**src/rtl/fbp_sched_pkg.sv**
```systemverilog
// Shared types and status-word layout for the FBP job scheduler.
// The status word carries sticky error bits, FIFO occupancy and a wrapping job counter.
package fbp_sched_pkg;

  typedef enum logic [2:0] {
    ST_IDLE      = 3'd0,
    ST_SET_ANGLE = 3'd1,
    ST_SET_IMG   = 3'd2,
    ST_START     = 3'd3,
    ST_WAIT_ACK  = 3'd4,
    ST_RUN       = 3'd5,
    ST_DONE      = 3'd6,
    ST_ABORT     = 3'd7
  } sched_state_e;

  localparam int STAT_BUSY      = 0;
  localparam int STAT_FULL      = 1;
  localparam int STAT_EMPTY     = 2;
  localparam int STAT_OVF       = 3;
  localparam int STAT_ACK_TO    = 4;
  localparam int STAT_RUN_TO    = 5;
  localparam int STAT_LEVEL_LSB = 6;
  localparam int STAT_LEVEL_MSB = 8;
  localparam int STAT_JOBS_LSB  = 16;
  localparam int STAT_JOBS_MSB  = 23;

  // A set in the same cycle as a clear must survive.
  function automatic logic sticky_next(input logic set, input logic clr, input logic q);
    return set | (q & ~clr);
  endfunction

endpackage

```
**src/rtl/fbp_job_scheduler_if.sv**
```systemverilog
// Accelerator-facing bundle: two address handshakes, start/finish, and soft reset.
interface fbp_job_scheduler_if #(
  parameter int AW = 32
);
  logic          angle_data_base_addr_valid;
  logic          angle_data_base_addr_ready;
  logic [AW-1:0] angle_data_base_addr;
  logic          img_base_addr_valid;
  logic          img_base_addr_ready;
  logic [AW-1:0] img_base_addr;
  logic          start_fbp;
  logic          finsh_fbp;
  logic          soft_rstn;

  modport master (
    output angle_data_base_addr_valid, angle_data_base_addr,
    output img_base_addr_valid, img_base_addr,
    output start_fbp, soft_rstn,
    input  angle_data_base_addr_ready, img_base_addr_ready, finsh_fbp
  );

  modport slave (
    input  angle_data_base_addr_valid, angle_data_base_addr,
    input  img_base_addr_valid, img_base_addr,
    input  start_fbp, soft_rstn,
    output angle_data_base_addr_ready, img_base_addr_ready, finsh_fbp
  );
endinterface

```
**src/rtl/fbp_job_fifo.sv**
```systemverilog
// Synchronous job FIFO with flush; a push into a full FIFO is accepted only when a pop
// happens in the same cycle. DEPTH must be a power of two so the pointers wrap naturally.
module fbp_job_fifo #(
  parameter  int WIDTH = 64,
  parameter  int DEPTH = 4,
  localparam int AW    = $clog2(DEPTH),
  localparam int LW    = AW + 1
) (
  input  logic             clk,
  input  logic             rst,
  input  logic             push,
  input  logic [WIDTH-1:0] wr_data,
  input  logic             pop,
  input  logic             flush,
  output logic [WIDTH-1:0] rd_data,
  output logic             full,
  output logic             empty,
  output logic [LW-1:0]    level
);

  logic [WIDTH-1:0] mem [DEPTH];
  logic [AW-1:0]    wr_ptr_q, wr_ptr_d;
  logic [AW-1:0]    rd_ptr_q, rd_ptr_d;
  logic [LW-1:0]    count_q, count_d;
  logic             do_push, do_pop;

  assign full    = (count_q == LW'(DEPTH));
  assign empty   = (count_q == '0);
  assign level   = count_q;
  assign rd_data = mem[rd_ptr_q];
  assign do_pop  = pop & ~empty;
  assign do_push = push & (~full | do_pop);

  // NOTE: every variable gets a default at the top of an always_comb so no path can infer a latch.
  always_comb begin
    wr_ptr_d = wr_ptr_q;
    rd_ptr_d = rd_ptr_q;
    count_d  = count_q;
    if (flush) begin
      wr_ptr_d = '0;
      rd_ptr_d = '0;
      count_d  = '0;
    end else begin
      if (do_push) wr_ptr_d = wr_ptr_q + 1'b1;
      if (do_pop)  rd_ptr_d = rd_ptr_q + 1'b1;
      count_d = count_q + LW'(do_push) - LW'(do_pop);
    end
  end

  // NOTE: state flops use non-blocking assignments so every flop samples pre-edge values.
  always_ff @(posedge clk) begin
    if (rst) begin
      wr_ptr_q <= '0;
      rd_ptr_q <= '0;
      count_q  <= '0;
    end else begin
      wr_ptr_q <= wr_ptr_d;
      rd_ptr_q <= rd_ptr_d;
      count_q  <= count_d;
    end
  end

  // NOTE: storage is deliberately not reset; the pointers alone define which entries are valid.
  always_ff @(posedge clk) begin
    if (do_push && !flush) mem[wr_ptr_q] <= wr_data;
  end

endmodule

```
**src/rtl/fbp_job_scheduler.sv**
```systemverilog
// Dispatches queued FBP jobs to the accelerator one at a time, supervising each run
// with ack/run watchdogs and recovering through a timed soft-reset pulse.
module fbp_job_scheduler
  import fbp_sched_pkg::*;
#(
  parameter int          C_S_AXI_DATA_WIDTH = 32,
  parameter int          JOB_DEPTH          = 4,
  parameter int          ACK_TIMEOUT        = 256,
  parameter logic [31:0] RUN_TIMEOUT        = 32'h00FF_FFFF,
  parameter int          SRST_CYCLES        = 16
) (
  input  logic                          clk,
  input  logic                          rst,
  input  logic                          enable,
  input  logic                          job_push,
  input  logic [C_S_AXI_DATA_WIDTH-1:0] job_angle_addr,
  input  logic [C_S_AXI_DATA_WIDTH-1:0] job_img_addr,
  input  logic                          abort_req,
  input  logic                          err_clr,
  fbp_job_scheduler_if.master           acc,
  output logic                          job_done,
  output logic [C_S_AXI_DATA_WIDTH-1:0] run_cycles,
  output logic [C_S_AXI_DATA_WIDTH-1:0] status
);

  localparam int DW    = C_S_AXI_DATA_WIDTH;
  localparam int LVL_W = $clog2(JOB_DEPTH) + 1;

  sched_state_e  state_q, state_d;
  logic [DW-1:0] cnt_q, cnt_d;
  logic [DW-1:0] angle_addr_q, angle_addr_d;
  logic [DW-1:0] img_addr_q, img_addr_d;
  logic [DW-1:0] run_cycles_q, run_cycles_d;
  logic [7:0]    jobs_done_q, jobs_done_d;
  logic          ovf_q, ovf_d;
  logic          ack_to_q, ack_to_d;
  logic          run_to_q, run_to_d;
  logic          ack_to_set, run_to_set, ovf_set;

  logic              fifo_push, fifo_pop, fifo_flush;
  logic              fifo_full, fifo_empty;
  logic [LVL_W-1:0]  fifo_level;
  logic [2*DW-1:0]   fifo_head;

  // An abort strobe always swallows a same-cycle push, so that push never counts as overflow.
  assign fifo_push = job_push & ~abort_req;
  assign ovf_set   = fifo_push & fifo_full & ~fifo_pop;

  fbp_job_fifo #(
    .WIDTH (2 * DW),
    .DEPTH (JOB_DEPTH)
  ) u_fifo (
    .clk     (clk),
    .rst     (rst),
    .push    (fifo_push),
    .wr_data ({job_angle_addr, job_img_addr}),
    .pop     (fifo_pop),
    .flush   (fifo_flush),
    .rd_data (fifo_head),
    .full    (fifo_full),
    .empty   (fifo_empty),
    .level   (fifo_level)
  );

  always_ff @(posedge clk) begin
    if (rst) begin
      state_q      <= ST_IDLE;
      cnt_q        <= '0;
      angle_addr_q <= '0;
      img_addr_q   <= '0;
      run_cycles_q <= '0;
      jobs_done_q  <= '0;
      ovf_q        <= 1'b0;
      ack_to_q     <= 1'b0;
      run_to_q     <= 1'b0;
    end else begin
      state_q      <= state_d;
      cnt_q        <= cnt_d;
      angle_addr_q <= angle_addr_d;
      img_addr_q   <= img_addr_d;
      run_cycles_q <= run_cycles_d;
      jobs_done_q  <= jobs_done_d;
      ovf_q        <= ovf_d;
      ack_to_q     <= ack_to_d;
      run_to_q     <= run_to_d;
    end
  end

  // The one counter serves as ack watchdog, run-length counter and soft-reset timer.
  always_comb begin
    state_d      = state_q;
    cnt_d        = cnt_q;
    angle_addr_d = angle_addr_q;
    img_addr_d   = img_addr_q;
    run_cycles_d = run_cycles_q;
    jobs_done_d  = jobs_done_q;
    fifo_pop     = 1'b0;
    fifo_flush   = 1'b0;
    ack_to_set   = 1'b0;
    run_to_set   = 1'b0;

    case (state_q)
      ST_IDLE: begin
        if (abort_req) begin
          fifo_flush = 1'b1;
        end else if (enable && !fifo_empty && acc.finsh_fbp) begin
          fifo_pop     = 1'b1;
          angle_addr_d = fifo_head[2*DW-1:DW];
          img_addr_d   = fifo_head[DW-1:0];
          state_d      = ST_SET_ANGLE;
        end
      end
      ST_SET_ANGLE: if (acc.angle_data_base_addr_ready) state_d = ST_SET_IMG;
      ST_SET_IMG:   if (acc.img_base_addr_ready)        state_d = ST_START;
      ST_START: begin
        cnt_d   = '0;
        state_d = ST_WAIT_ACK;
      end
      ST_WAIT_ACK: begin
        if (!acc.finsh_fbp) begin
          cnt_d   = '0;
          state_d = ST_RUN;
        end else if (cnt_q == DW'(ACK_TIMEOUT - 1)) begin
          ack_to_set = 1'b1;
          cnt_d      = '0;
          state_d    = ST_ABORT;
        end else begin
          cnt_d = cnt_q + DW'(1);
        end
      end
      ST_RUN: begin
        if (acc.finsh_fbp) begin
          state_d = ST_DONE;
        end else if (cnt_q == DW'(RUN_TIMEOUT - 32'd1)) begin
          run_to_set = 1'b1;
          cnt_d      = '0;
          state_d    = ST_ABORT;
        end else begin
          cnt_d = cnt_q + DW'(1);
        end
      end
      ST_DONE: begin
        run_cycles_d = cnt_q + DW'(1);
        jobs_done_d  = jobs_done_q + 8'd1;
        state_d      = ST_IDLE;
      end
      ST_ABORT: begin
        if (cnt_q == DW'(SRST_CYCLES - 1)) begin
          cnt_d   = '0;
          state_d = ST_IDLE;
        end else begin
          cnt_d = cnt_q + DW'(1);
        end
      end
      default: state_d = ST_IDLE;
    endcase

    // A host abort pre-empts any in-flight step, including a watchdog firing this cycle.
    if (abort_req && state_q != ST_IDLE && state_q != ST_ABORT) begin
      fifo_flush = 1'b1;
      ack_to_set = 1'b0;
      run_to_set = 1'b0;
      cnt_d      = '0;
      state_d    = ST_ABORT;
    end

    ovf_d    = sticky_next(ovf_set,    err_clr, ovf_q);
    ack_to_d = sticky_next(ack_to_set, err_clr, ack_to_q);
    run_to_d = sticky_next(run_to_set, err_clr, run_to_q);
  end

  // Outputs decode only registered state, so ABORT and reset force every strobe low.
  always_comb begin
    acc.angle_data_base_addr_valid = (state_q == ST_SET_ANGLE);
    acc.img_base_addr_valid        = (state_q == ST_SET_IMG);
    acc.start_fbp                  = (state_q == ST_START);
    acc.soft_rstn                  = (state_q != ST_ABORT);
    acc.angle_data_base_addr       = angle_addr_q;
    acc.img_base_addr              = img_addr_q;
    job_done                       = (state_q == ST_DONE);
    run_cycles                     = run_cycles_q;

    status                                = '0;
    status[STAT_BUSY]                     = (state_q != ST_IDLE);
    status[STAT_FULL]                     = fifo_full;
    status[STAT_EMPTY]                    = fifo_empty;
    status[STAT_OVF]                      = ovf_q;
    status[STAT_ACK_TO]                   = ack_to_q;
    status[STAT_RUN_TO]                   = run_to_q;
    status[STAT_LEVEL_MSB:STAT_LEVEL_LSB] = 3'(fifo_level);
    status[STAT_JOBS_MSB:STAT_JOBS_LSB]   = jobs_done_q;
  end

endmodule
```
**src/flat_wrapper.sv**
```systemverilog
// flat-port wrapper written by rule: the top's interface ports become plain ports
module fbp_job_scheduler_flat import fbp_sched_pkg::*;
#(
  parameter int          C_S_AXI_DATA_WIDTH = 32,
  parameter int          JOB_DEPTH          = 4,
  parameter int          ACK_TIMEOUT        = 256,
  parameter logic [31:0] RUN_TIMEOUT        = 32'h00FF_FFFF,
  parameter int          SRST_CYCLES        = 16
)
  (clk, rst, enable, job_push, job_angle_addr, job_img_addr, abort_req, err_clr, job_done, run_cycles, status, acc_angle_data_base_addr_valid, acc_angle_data_base_addr, acc_img_base_addr_valid, acc_img_base_addr, acc_start_fbp, acc_soft_rstn, acc_angle_data_base_addr_ready, acc_img_base_addr_ready, acc_finsh_fbp);
  fbp_job_scheduler_if acc_i ();
  input  logic clk;
  input  logic rst;
  input  logic enable;
  input  logic job_push;
  input  logic [C_S_AXI_DATA_WIDTH-1:0] job_angle_addr;
  input  logic [C_S_AXI_DATA_WIDTH-1:0] job_img_addr;
  input  logic abort_req;
  input  logic err_clr;
  output logic job_done;
  output logic [C_S_AXI_DATA_WIDTH-1:0] run_cycles;
  output logic [C_S_AXI_DATA_WIDTH-1:0] status;
  output wire logic [$bits(acc_i.angle_data_base_addr_valid)-1:0] acc_angle_data_base_addr_valid;
  output wire logic [$bits(acc_i.angle_data_base_addr)-1:0] acc_angle_data_base_addr;
  output wire logic [$bits(acc_i.img_base_addr_valid)-1:0] acc_img_base_addr_valid;
  output wire logic [$bits(acc_i.img_base_addr)-1:0] acc_img_base_addr;
  output wire logic [$bits(acc_i.start_fbp)-1:0] acc_start_fbp;
  output wire logic [$bits(acc_i.soft_rstn)-1:0] acc_soft_rstn;
  input wire logic [$bits(acc_i.angle_data_base_addr_ready)-1:0] acc_angle_data_base_addr_ready;
  input wire logic [$bits(acc_i.img_base_addr_ready)-1:0] acc_img_base_addr_ready;
  input wire logic [$bits(acc_i.finsh_fbp)-1:0] acc_finsh_fbp;
  assign acc_angle_data_base_addr_valid = acc_i.angle_data_base_addr_valid;
  assign acc_angle_data_base_addr = acc_i.angle_data_base_addr;
  assign acc_img_base_addr_valid = acc_i.img_base_addr_valid;
  assign acc_img_base_addr = acc_i.img_base_addr;
  assign acc_start_fbp = acc_i.start_fbp;
  assign acc_soft_rstn = acc_i.soft_rstn;
  assign acc_i.angle_data_base_addr_ready = acc_angle_data_base_addr_ready;
  assign acc_i.img_base_addr_ready = acc_img_base_addr_ready;
  assign acc_i.finsh_fbp = acc_finsh_fbp;
  fbp_job_scheduler #(.C_S_AXI_DATA_WIDTH(C_S_AXI_DATA_WIDTH), .JOB_DEPTH(JOB_DEPTH), .ACK_TIMEOUT(ACK_TIMEOUT), .RUN_TIMEOUT(RUN_TIMEOUT), .SRST_CYCLES(SRST_CYCLES)) u_core (.clk(clk), .rst(rst), .enable(enable), .job_push(job_push), .job_angle_addr(job_angle_addr), .job_img_addr(job_img_addr), .abort_req(abort_req), .err_clr(err_clr), .acc(acc_i), .job_done(job_done), .run_cycles(run_cycles), .status(status));
endmodule
```
**config.mk**
```make
export PLATFORM = sky130hd
export DESIGN_NAME = fbp_job_scheduler_flat
export DESIGN_NICKNAME = d
export VERILOG_FILES = /design/src/rtl/fbp_sched_pkg.sv /design/src/rtl/fbp_job_scheduler_if.sv /design/src/rtl/fbp_job_fifo.sv /design/src/rtl/fbp_job_scheduler.sv /design/src/flat_wrapper.sv
export SDC_FILE = /design/constraint.sdc
export NUM_CORES = 1
export LEC_CHECK = 0
export ABC_CLOCK_PERIOD_IN_PS = 4370
export CAP_MARGIN = 10
export CORE_MARGIN = 2
export CORE_UTILIZATION = 55
export CTS_BUF_LIST = sky130_fd_sc_hd__clkbuf_16
export DETAILED_ROUTE_END_ITERATION = 7
export GPL_ROUTABILITY_DRIVEN = 1
export GPL_TIMING_DRIVEN = 0
export PLACE_DENSITY = 0.78
export SKIP_CTS_REPAIR_TIMING = 1
export SLEW_MARGIN = 20
export SYNTH_ARGS = -nofsm -noshare
export SYNTH_HDL_FRONTEND = slang
export SYNTH_SLANG_ARGS = --single-unit
```
**constraint.sdc**
```tcl
create_clock -name clk -period 4.37 [get_ports clk]
set_input_delay 0.437 -clock clk [delete_from_list [all_inputs] [get_ports clk]]
set_output_delay 0.437 -clock clk [all_outputs]
set_load 0.01 [all_outputs]
```
[Word-level counts from Yosys, hierarchy flattened]
Memory sizes are Yosys's and may differ from the RTL's. A register that Yosys moved wholly into a read port is not among the register bits.
Cells that the tools add are included.
Word-level totals
  bits in registers: 85
  memory bits (writable): 256
  input bits: 73
  output and inout port bits: 133
  logic and storage cells: 103
  memories kept: 1
Operators by class
  $add $sub $neg: 6
  eq/ne operators: 20
  muxes and demuxes: 33
  bitwise operators: 17
  reduce and logical (&&, ||, !) cells: 16
Memory list
  u_core.u_fifo.mem: words 4, bits a word 64, read ports 1, clocked after memory_dff 1, write ports 1, RTL line fbp_job_fifo.sv:21  | logic [WIDTH-1:0] mem [DEPTH];
Operators with widths (count)
  two-way mux 32 bit: 5
  case mux 32 bit (4 select lines): 1
  adder 32 x 1 -> 32 bit (second input constant): 1
  == test 32 x 24 -> 1 bit (second input constant): 1
  == test 32 x 4 -> 1 bit (second input constant): 1
  == test 32 x 8 -> 1 bit (second input constant): 1
  two-way mux 3 bit: 10
  case mux 3 bit (8 select lines): 1
  two-way mux 1 bit: 16
  == test 3 bit (second input constant): 5
  != test 3 x 1 -> 1 bit (second input constant): 4
  adder 8 x 1 -> 8 bit (second input constant): 1
  bitwise AND 1 bit: 8
  != test 4 x 2 -> 1 bit (second input constant): 2
  AND reduction 7 bit: 1
  == test 3 x 2 -> 1 bit (second input constant): 2
  logical NOT 3 bit: 2
  logical AND 1 bit: 5
  inverter 1 bit: 5
  adder 2 x 1 -> 2 bit (second input constant): 2
  bitwise OR 1 bit: 4
  nonzero test 4 bit: 1
  OR reduction 2 bit: 2
  adder 3 x 1 -> 3 bit: 1
  9 further kinds: 10

[Depth between registers and ports, before layout]
Gate-level depths: netlist (run 1).
  depth after elaboration: 13
  depth in mapped cells: 12
  depth with buffers taken out: 11

[By module]
From an unflattened synthesis (run 1), not the netlist that was laid out.
Second synthesis, totals
  cell total of the unflattened synthesis: 1144
  area, all modules: 16024.1 µm²
By module, submodules not included
  fbp_job_fifo: instances 1, cells an instance 383, area an instance 9720.6 µm², sequential area each 7867.5 µm²
  fbp_job_scheduler: instances 1, cells an instance 761, area an instance 6303.5 µm², sequential area each 2842.7 µm²

[Worst setup path after synthesis (run 1)]
Ideal clock, no wire load.
  path type: input to register
  start: input port abort_req
  end: memory u_core.u_fifo.mem[0][0], enable pin
  setup time: 0.429 ns
  data arrival time: 2.940 ns
  path slack: 1.001 ns
  stages: 5
  cells stage by stage: clkbuf_1 -> nor3_1 -> nand2_1 -> a21oi_1 -> and2_1
On the way
  longest elaborated chain between the ends: 8
  elaborated cells between the ends (all ways): 16
RTL lines
  start, declared: RTL line flat_wrapper.sv:18  | input logic abort_req;
  two-way mux 1 bit: RTL line fbp_job_scheduler.sv:104  | if (abort_req) begin
  two-way mux 1 bit: RTL line fbp_job_scheduler.sv:102  | case (state_q)
  bitwise AND 1 bit: RTL line fbp_job_fifo.sv:31  | assign do_pop = pop & ~empty;
  bitwise OR 1 bit: RTL line fbp_job_fifo.sv:32  | assign do_push = push & (~full | do_pop);
  bitwise AND 1 bit: RTL line fbp_job_fifo.sv:32
  logical AND 1 bit *: RTL line fbp_job_fifo.sv:65  | if (do_push && !flush) mem[wr_ptr_q] <= wr_data;
  two-way mux 1 bit *: RTL line fbp_job_fifo.sv:65
  two-way mux 1 bit (not written as such) *: RTL line fbp_job_fifo.sv:65
  end, declared: RTL line fbp_job_fifo.sv:21
Mark *: on every way between the ends. The rest lies on a longest branch, timed or not.

[Worst setup path in the final report (run 1)]
  start: register u_core.state_q[1]
  end: output port job_done
On the way
  longest elaborated chain between the ends: 1
RTL lines
  start, declared: RTL line fbp_job_scheduler.sv:29  | sched_state_e state_q, state_d;
  start signal, assigned: RTL line fbp_job_scheduler.sv:77  | state_q <= state_d;
  == test 3 bit: RTL line fbp_job_scheduler.sv:180  | job_done = (state_q == ST_DONE);
  end, declared: RTL line flat_wrapper.sv:20  | output logic job_done;
Every way passes these cells.

==> impl_metrics.ini, run 1 <==
[timing]
worst_slack_ns = 0.913
slew_headroom = 0.419
whs_ns = 0.451
fin_crit_ns = 3.46
fin_worst_skew_ns = 0.0102
hold_viol = 0
worst_slew_pin_slew_ns = 0.872
finalMaxSlewViolations = 0
fmax_ghz = 0.289
finalCritPeriodShare = 0.791
rsz0062_at_grt = false
setup_violations = 0

[synthesis]
ys_top_cells_by_area = edfxtp_1 49%, dfxtp_1 19%, mux4_2 9.2%
ys_top_cells_by_count = 256 x edfxtp_1, 175 x nand2_1, 149 x dfxtp_1
async_reset_ff_frac = 0
yosys.area.top_type_share = 0.489
yosysWarnings = 0
syn_inst = 1142
ys_ff_latch = 405
synthFlopType = edfxtp_1
synth-edff-count = 256
synth_top_cell_by_area = edfxtp_1
synth.most_common_cell = edfxtp_1
netlist_area_mm2 = 0.0157
synth.distinct_cells = 53
seq_area_frac_synth = 0.678
avgSynthCellArea_um2 = 13.8

[grt]
grt_usage = 0.235
antenna_found_initial = 2
grt_pass1_wl_um = 55200
grt_max_degree = 47
grt_overflow_total = 0
grt_pass1_vias = 10240

[critical_path]
rrSetupSlack_ns = 1.31
worstSetupStartpoint = u_core.state_q[1]
crit_required_ns = 3.93
slowest_stage = nor3_2
startpoint_type = flip-flop
crit_buf_inv = 4
r2r_start = u_core.state_q[0]
crit_fanout = 10
critPathMaxStageDelay_ns = 0.62
critPathCaptureType = primary output
worstPathCellList = clkbuf_1 > inv_1 > nor3_2 > clkbuf_1 > clkdlybuf4s50_1
critPathKind = flip-flop to primary output
cp.arrival_ns = 3.02
cp_top_family = buffers and inverters
cp_common_cell = clkbuf_1

[layout]
num-nets-final = 1473
layoutNonFillerInstCount = 1798
diodes = 0
design_area_mm2 = 0.0195
areaGrowthSynthToFinish_pct = 23.8
utilization = 0.697
drive_gt1_frac = 0.114
nFillCells = 1923

[clock_network]
cts_tree = yes
cts_sinks = 405
clk_pin_slew_ns = 0.06
cts-htree-levels = 2
cts-buffers-inserted = 40
clk_latency_ns = 0.53
cts.path.max_buffers = 3
cts-root-buf = clkbuf_16

[detailed_routing]
wirelength_um = 35200
post_drt_wl_per_cell_um = 19.6
ant_nets = 0
vias = 9972
avgViaCountPerCell = 5.55
firstDrtPassIters = 6
drc = 0
first_iter_violations = 678

[die]
die_h_um = 173
dieArea_mm2 = 0.0300
core_area_mm2 = 0.0279
initial_utilization = 0.563
pin_count = 206
fp.dieW_um = 173
num_rows = 61

[worst_hold_path]
hp-start = u_core.acc.angle_data_base_addr[6]
hold_path.class = flip-flop to flip-flop

[placed_design]
numPlacedInstances = 1727
dp_hpwl_um = 23400
preCtsSetupSlack_ns = 0.926
finalWeightedCongestion = 0.878
dpl_cell_area_mm2 = 0.0183
io_buffers = 189

[pwr]
p_leak_nw = 6.37
vdd_drop_max_mv = 0.344
powerDensity_mw_per_mm2 = 404

[outcome]
status = complete, no violations

[run]
cap_violations = 0
## sequential cells by signal, summed over array words and instances, names as in the netlist
register / cells
u_core.acc.img_base_addr: 32
u_core.ovf_q: 1
u_core.jobs_done_q: 8
u_core.u_fifo.wr_ptr_q: 2
u_core.u_fifo.rd_ptr_q: 2
u_core.state_q: 3
u_core.u_fifo.level: 3
u_core.run_to_q: 1
u_core.run_cycles: 32
u_core.ack_to_q: 1
u_core.cnt_q: 32
u_core.acc.angle_data_base_addr: 32
u_core.u_fifo.mem: 256
## placed cells by master, fill, tap and decap left out, types with 10 or more instances in the layout
| master | netlist | final |
|---|---|---|
| mux4_2 | 64 | 64 |
| dfxtp_1 | 149 | 149 |
| clkbuf_1 | 49 | 49 |
| and3_1 | 10 | 10 |
| edfxtp_1 | 256 | 256 |
| nand2_1 | 175 | 175 |
| clkbuf_16 | 0 | 43 |
| xnor2_1 | 13 | 13 |
| nor2_1 | 55 | 55 |
| conb_1 | 1 | 15 |
| o21ai_0 | 23 | 23 |
| nand4_1 | 14 | 14 |
| inv_1 | 15 | 33 |
| clkdlybuf4s50_1 | 0 | 189 |
| nand3_1 | 34 | 34 |
| xor2_1 | 28 | 28 |
| a211oi_1 | 28 | 28 |
| a21oi_1 | 83 | 83 |
| buf_4 | 21 | 21 |
## power by group
part | switching, W | internal [W] | total (W) | leakage (nW)
Combinational | 0.000294 | 0.000235 | 0.000530 | 2.17
Clock | 0.00137 | 0.00182 | 0.00319 | 0.671
Sequential | 0.0000293 | 0.00413 | 0.00416 | 3.53
Total | 0.00169 | 0.00619 | 0.00787 | 6.37
## layout make-up
type                    instances  area, um2  area share
plain buffers                  90        443      0.0227
clock buffers                  43       1080      0.0553
clock inverters                28        149     0.00765
inverters                      15       56.3     0.00289
multi-input cells             646       4630       0.238
flip-flops and latches        405      10700       0.548
well taps                     378        473      0.0243
repair buffers                193       1980       0.102
## per-layer routing
metal | vias to the layer above | GRT usage | wire, um
met1 | 4835 | 0.298 | 13900
met5 | - | 0 | 13
met3 | 73 | 0.0539 | 2730
li1 | 4691 | - | -
met2 | 371 | 0.402 | 17400
met4 | 2 | 0.0766 | 1030
## through the flow
stage                     TNS, ns  power (W)
final                           0    0.00787
after global routing            0    0.00812
after floorplan                 0    0.00451
after detailed placement        0    0.00476
after global placement    -225.73    0.00474
after CTS                       0    0.00792
## worst register-to-register path, stage by stage (launching register included)
cell and delay (ns):
dfxtp_1 0.35, clkbuf_1 0.24, nor3_1 0.44, inv_1 0.15, nor4_1 0.67, clkbuf_1 0.50, buf_2 0.34, nand2_1 0.11
a21oi_1 0.19
## cells by family (layout without fill, tap and decap cells)
logic type,after synthesis,in the layout,share of synthesized area
simple gates,352,352,0.103
compound gates,158,158,0.0604
xor+xnor,41,41,0.0228
other cells,1,15,0.000238
buf+inv,105,369,0.0317
flops,405,405,0.678
mux,70,70,0.0955
fa+ha+maj,10,10,0.00827
## final timing paths
path | end | cells past startpoint
worst max-delay path | job_done | 5
worst min-delay path | u_core.acc.angle_data_base_addr[6] | 2
worst max register to register | u_core.acc.img_base_addr[10] | 8
worst min register to register | u_core.acc.angle_data_base_addr[6] | 2
(Power assumes the default switching activity.)
==> run 2, diff against run 1 <==
ABC_CLOCK_PERIOD_IN_PS = 3350   (was 4370)
clock period = 3.35 ns   (was 4.37 ns; I/O delays follow)
==> run 2 against run 1 <==
Critical path depth grew 3; flip-flop and latch count is the same; count of clock-buffer cells in the layout did not move; critical endpoint is now u_core.acc.img_base_addr[10]; via count up 0.19%; largest cell class unchanged; sequential share of layout area hardly changed.
==> impl_metrics.ini, run 2 (synthesis results as in run 1) <==
[outcome]
status = complete, no violations

[die]
fp.dieW_um = 173
initial_utilization = 0.563
core_area_mm2 = 0.0279
num_rows = 61
die_h_um = 173
dieArea_mm2 = 0.0300
pin_count = 206

[pwr]
p_leak_nw = 6.37
vdd_drop_max_mv = 0.448
powerDensity_mw_per_mm2 = 528

[clock_network]
cts-buffers-inserted = 40
cts_tree = yes
clk_latency_ns = 0.52
cts-htree-levels = 2
clk_pin_slew_ns = 0.06
cts-root-buf = clkbuf_16
cts_sinks = 405
cts.path.max_buffers = 3

[critical_path]
critPathKind = flip-flop to flip-flop
worstRegToRegCells = 8
critPathCaptureType = flip-flop
cp_top_family = buffers and inverters
crit_buf_inv = 4
rrSetupSlack_ns = 0.26
crit_fanout = 10
worstSetupStartpoint = u_core.state_q[0]
cp_common_cell = clkbuf_1
crit_cells = 8
critPathMaxStageDelay_ns = 0.66
crit_required_ns = 3.78
r2r_start = u_core.state_q[0]
startpoint_type = flip-flop
slowest_stage = nor4_1
r2r_end = u_core.acc.img_base_addr[10]
cp.arrival_ns = 3.52
worstPathCellList = clkbuf_1 > nor3_1 > inv_1 > nor4_1 > clkbuf_1 > buf_2 > nand2_1 > a21oi_1

[grt]
grt_overflow_total = 0
grt_pass1_vias = 10240
grt_usage = 0.235
grt_pass1_wl_um = 55200
antenna_found_initial = 2
grt_max_degree = 47

[placed_design]
preCtsSetupSlack_ns = 0.00776
finalWeightedCongestion = 0.878
dpl_cell_area_mm2 = 0.0183
dp_hpwl_um = 23400
io_buffers = 189
numPlacedInstances = 1727

[layout]
top_register = u_core.u_fifo.mem
diodes = 0
final_common_cell = edfxtp_1
largest_reg_flops = 256
layout_common_cells = 256 x edfxtp_1, 189 x clkdlybuf4s50_1, 175 x nand2_1
drive_gt1_frac = 0.115
nFillCells = 1923
num-nets-final = 1473
utilization = 0.697
areaGrowthSynthToFinish_pct = 23.9
multi_input_comb_area_mm2 = 0.00463
seq_area_mm2 = 0.0107
design_area_mm2 = 0.0195
layoutNonFillerInstCount = 1798

[detailed_routing]
avgViaCountPerCell = 5.56
firstDrtPassIters = 5
first_iter_violations = 685
post_drt_wl_per_cell_um = 19.6
vias = 9991
drc = 0
ant_nets = 0
wirelength_um = 35200

[timing]
setup_violations = 0
worst_slew_pin_slew_ns = 0.866
finalMaxSlewViolations = 0
slew_headroom = 0.423
hold_viol = 0
finalCritPeriodShare = 0.922
fmax_ghz = 0.324
fin_worst_skew_ns = 0.0106
rsz0062_at_grt = false
fin_crit_ns = 3.09
worst_slack_ns = 0.261

[worst_hold_path]
hold_path.class = primary input to flip-flop
hp-start = job_img_addr[12]
hold_path_end = u_core.u_fifo.mem[2][12]
hold_depth = 1

[run]
cap_violations = 0
[run 2: cell types whose count changed in the layout (fill, tap and decap cells not counted)]
cell      previous run  this run
clkbuf_1            49        48
clkbuf_2             0         1
nor3_2               1         0
nor3_4               0         1
[run 2: stage by stage]
| stage | setup TNS (ns) | hold WS [ns] | power [W] |
|---|---|---|---|
| global route | 0 | 0.428 | 0.0106 |
| finish | 0 | 0.431 | 0.0103 |
| global placement | -460.74 | 0.442 | 0.00618 |
| floorplan | 0 | 0.434 | 0.00588 |
| CTS | -0.00684 | 0.416 | 0.0103 |
| detailed placement | 0 | 0.445 | 0.00621 |
[run 2: worst max-delay path by stage]
stage	end
after global routing	u_core.acc.img_base_addr[19]
after floorplan	u_core.u_fifo.mem[1][0]
after global placement	u_core.u_fifo.mem[1][51]
final	u_core.acc.img_base_addr[10]
after CTS	job_done
after detailed placement	u_core.u_fifo.mem[3][51]
[run 2: worst register-to-register path: cells and delay by family, from the launching register on]
family / cells / cell delay [ns]
buffers and inverters: 4 / 1.24
AND/OR/NAND/NOR: 3 / 1.22
flip-flops: 1 / 0.35
AO/OA/AOI/OAI: 1 / 0.19
[run 2: cell type report]
class                           count  share of cell area
Timing Repair Buffer              193               0.102
Buffer                             90              0.0228
Tap cell                          378              0.0243
Sequential cell                   405               0.548
Multi-Input combinational cell    646               0.238
Clock buffer                       43              0.0552
Inverter                           15             0.00289
Clock inverter                     28             0.00764
[run 2: per-layer routing]
layer / vias up / GRT usage / routed length (um)
li1: 4691 / - / -
met1: 4856 / 0.298 / 14000
met2: 367 / 0.402 / 17600
met3: 75 / 0.0539 / 2640
met4: 2 / 0.0766 / 993
met5: - / 0 / 13
[run 2: where the power goes]
group / total [W] / switching, W / internal [W]
logic: 0.000695 / 0.000388 / 0.000308
registers: 0.00542 / 0.0000380 / 0.00538
clock network: 0.00417 / 0.00179 / 0.00238
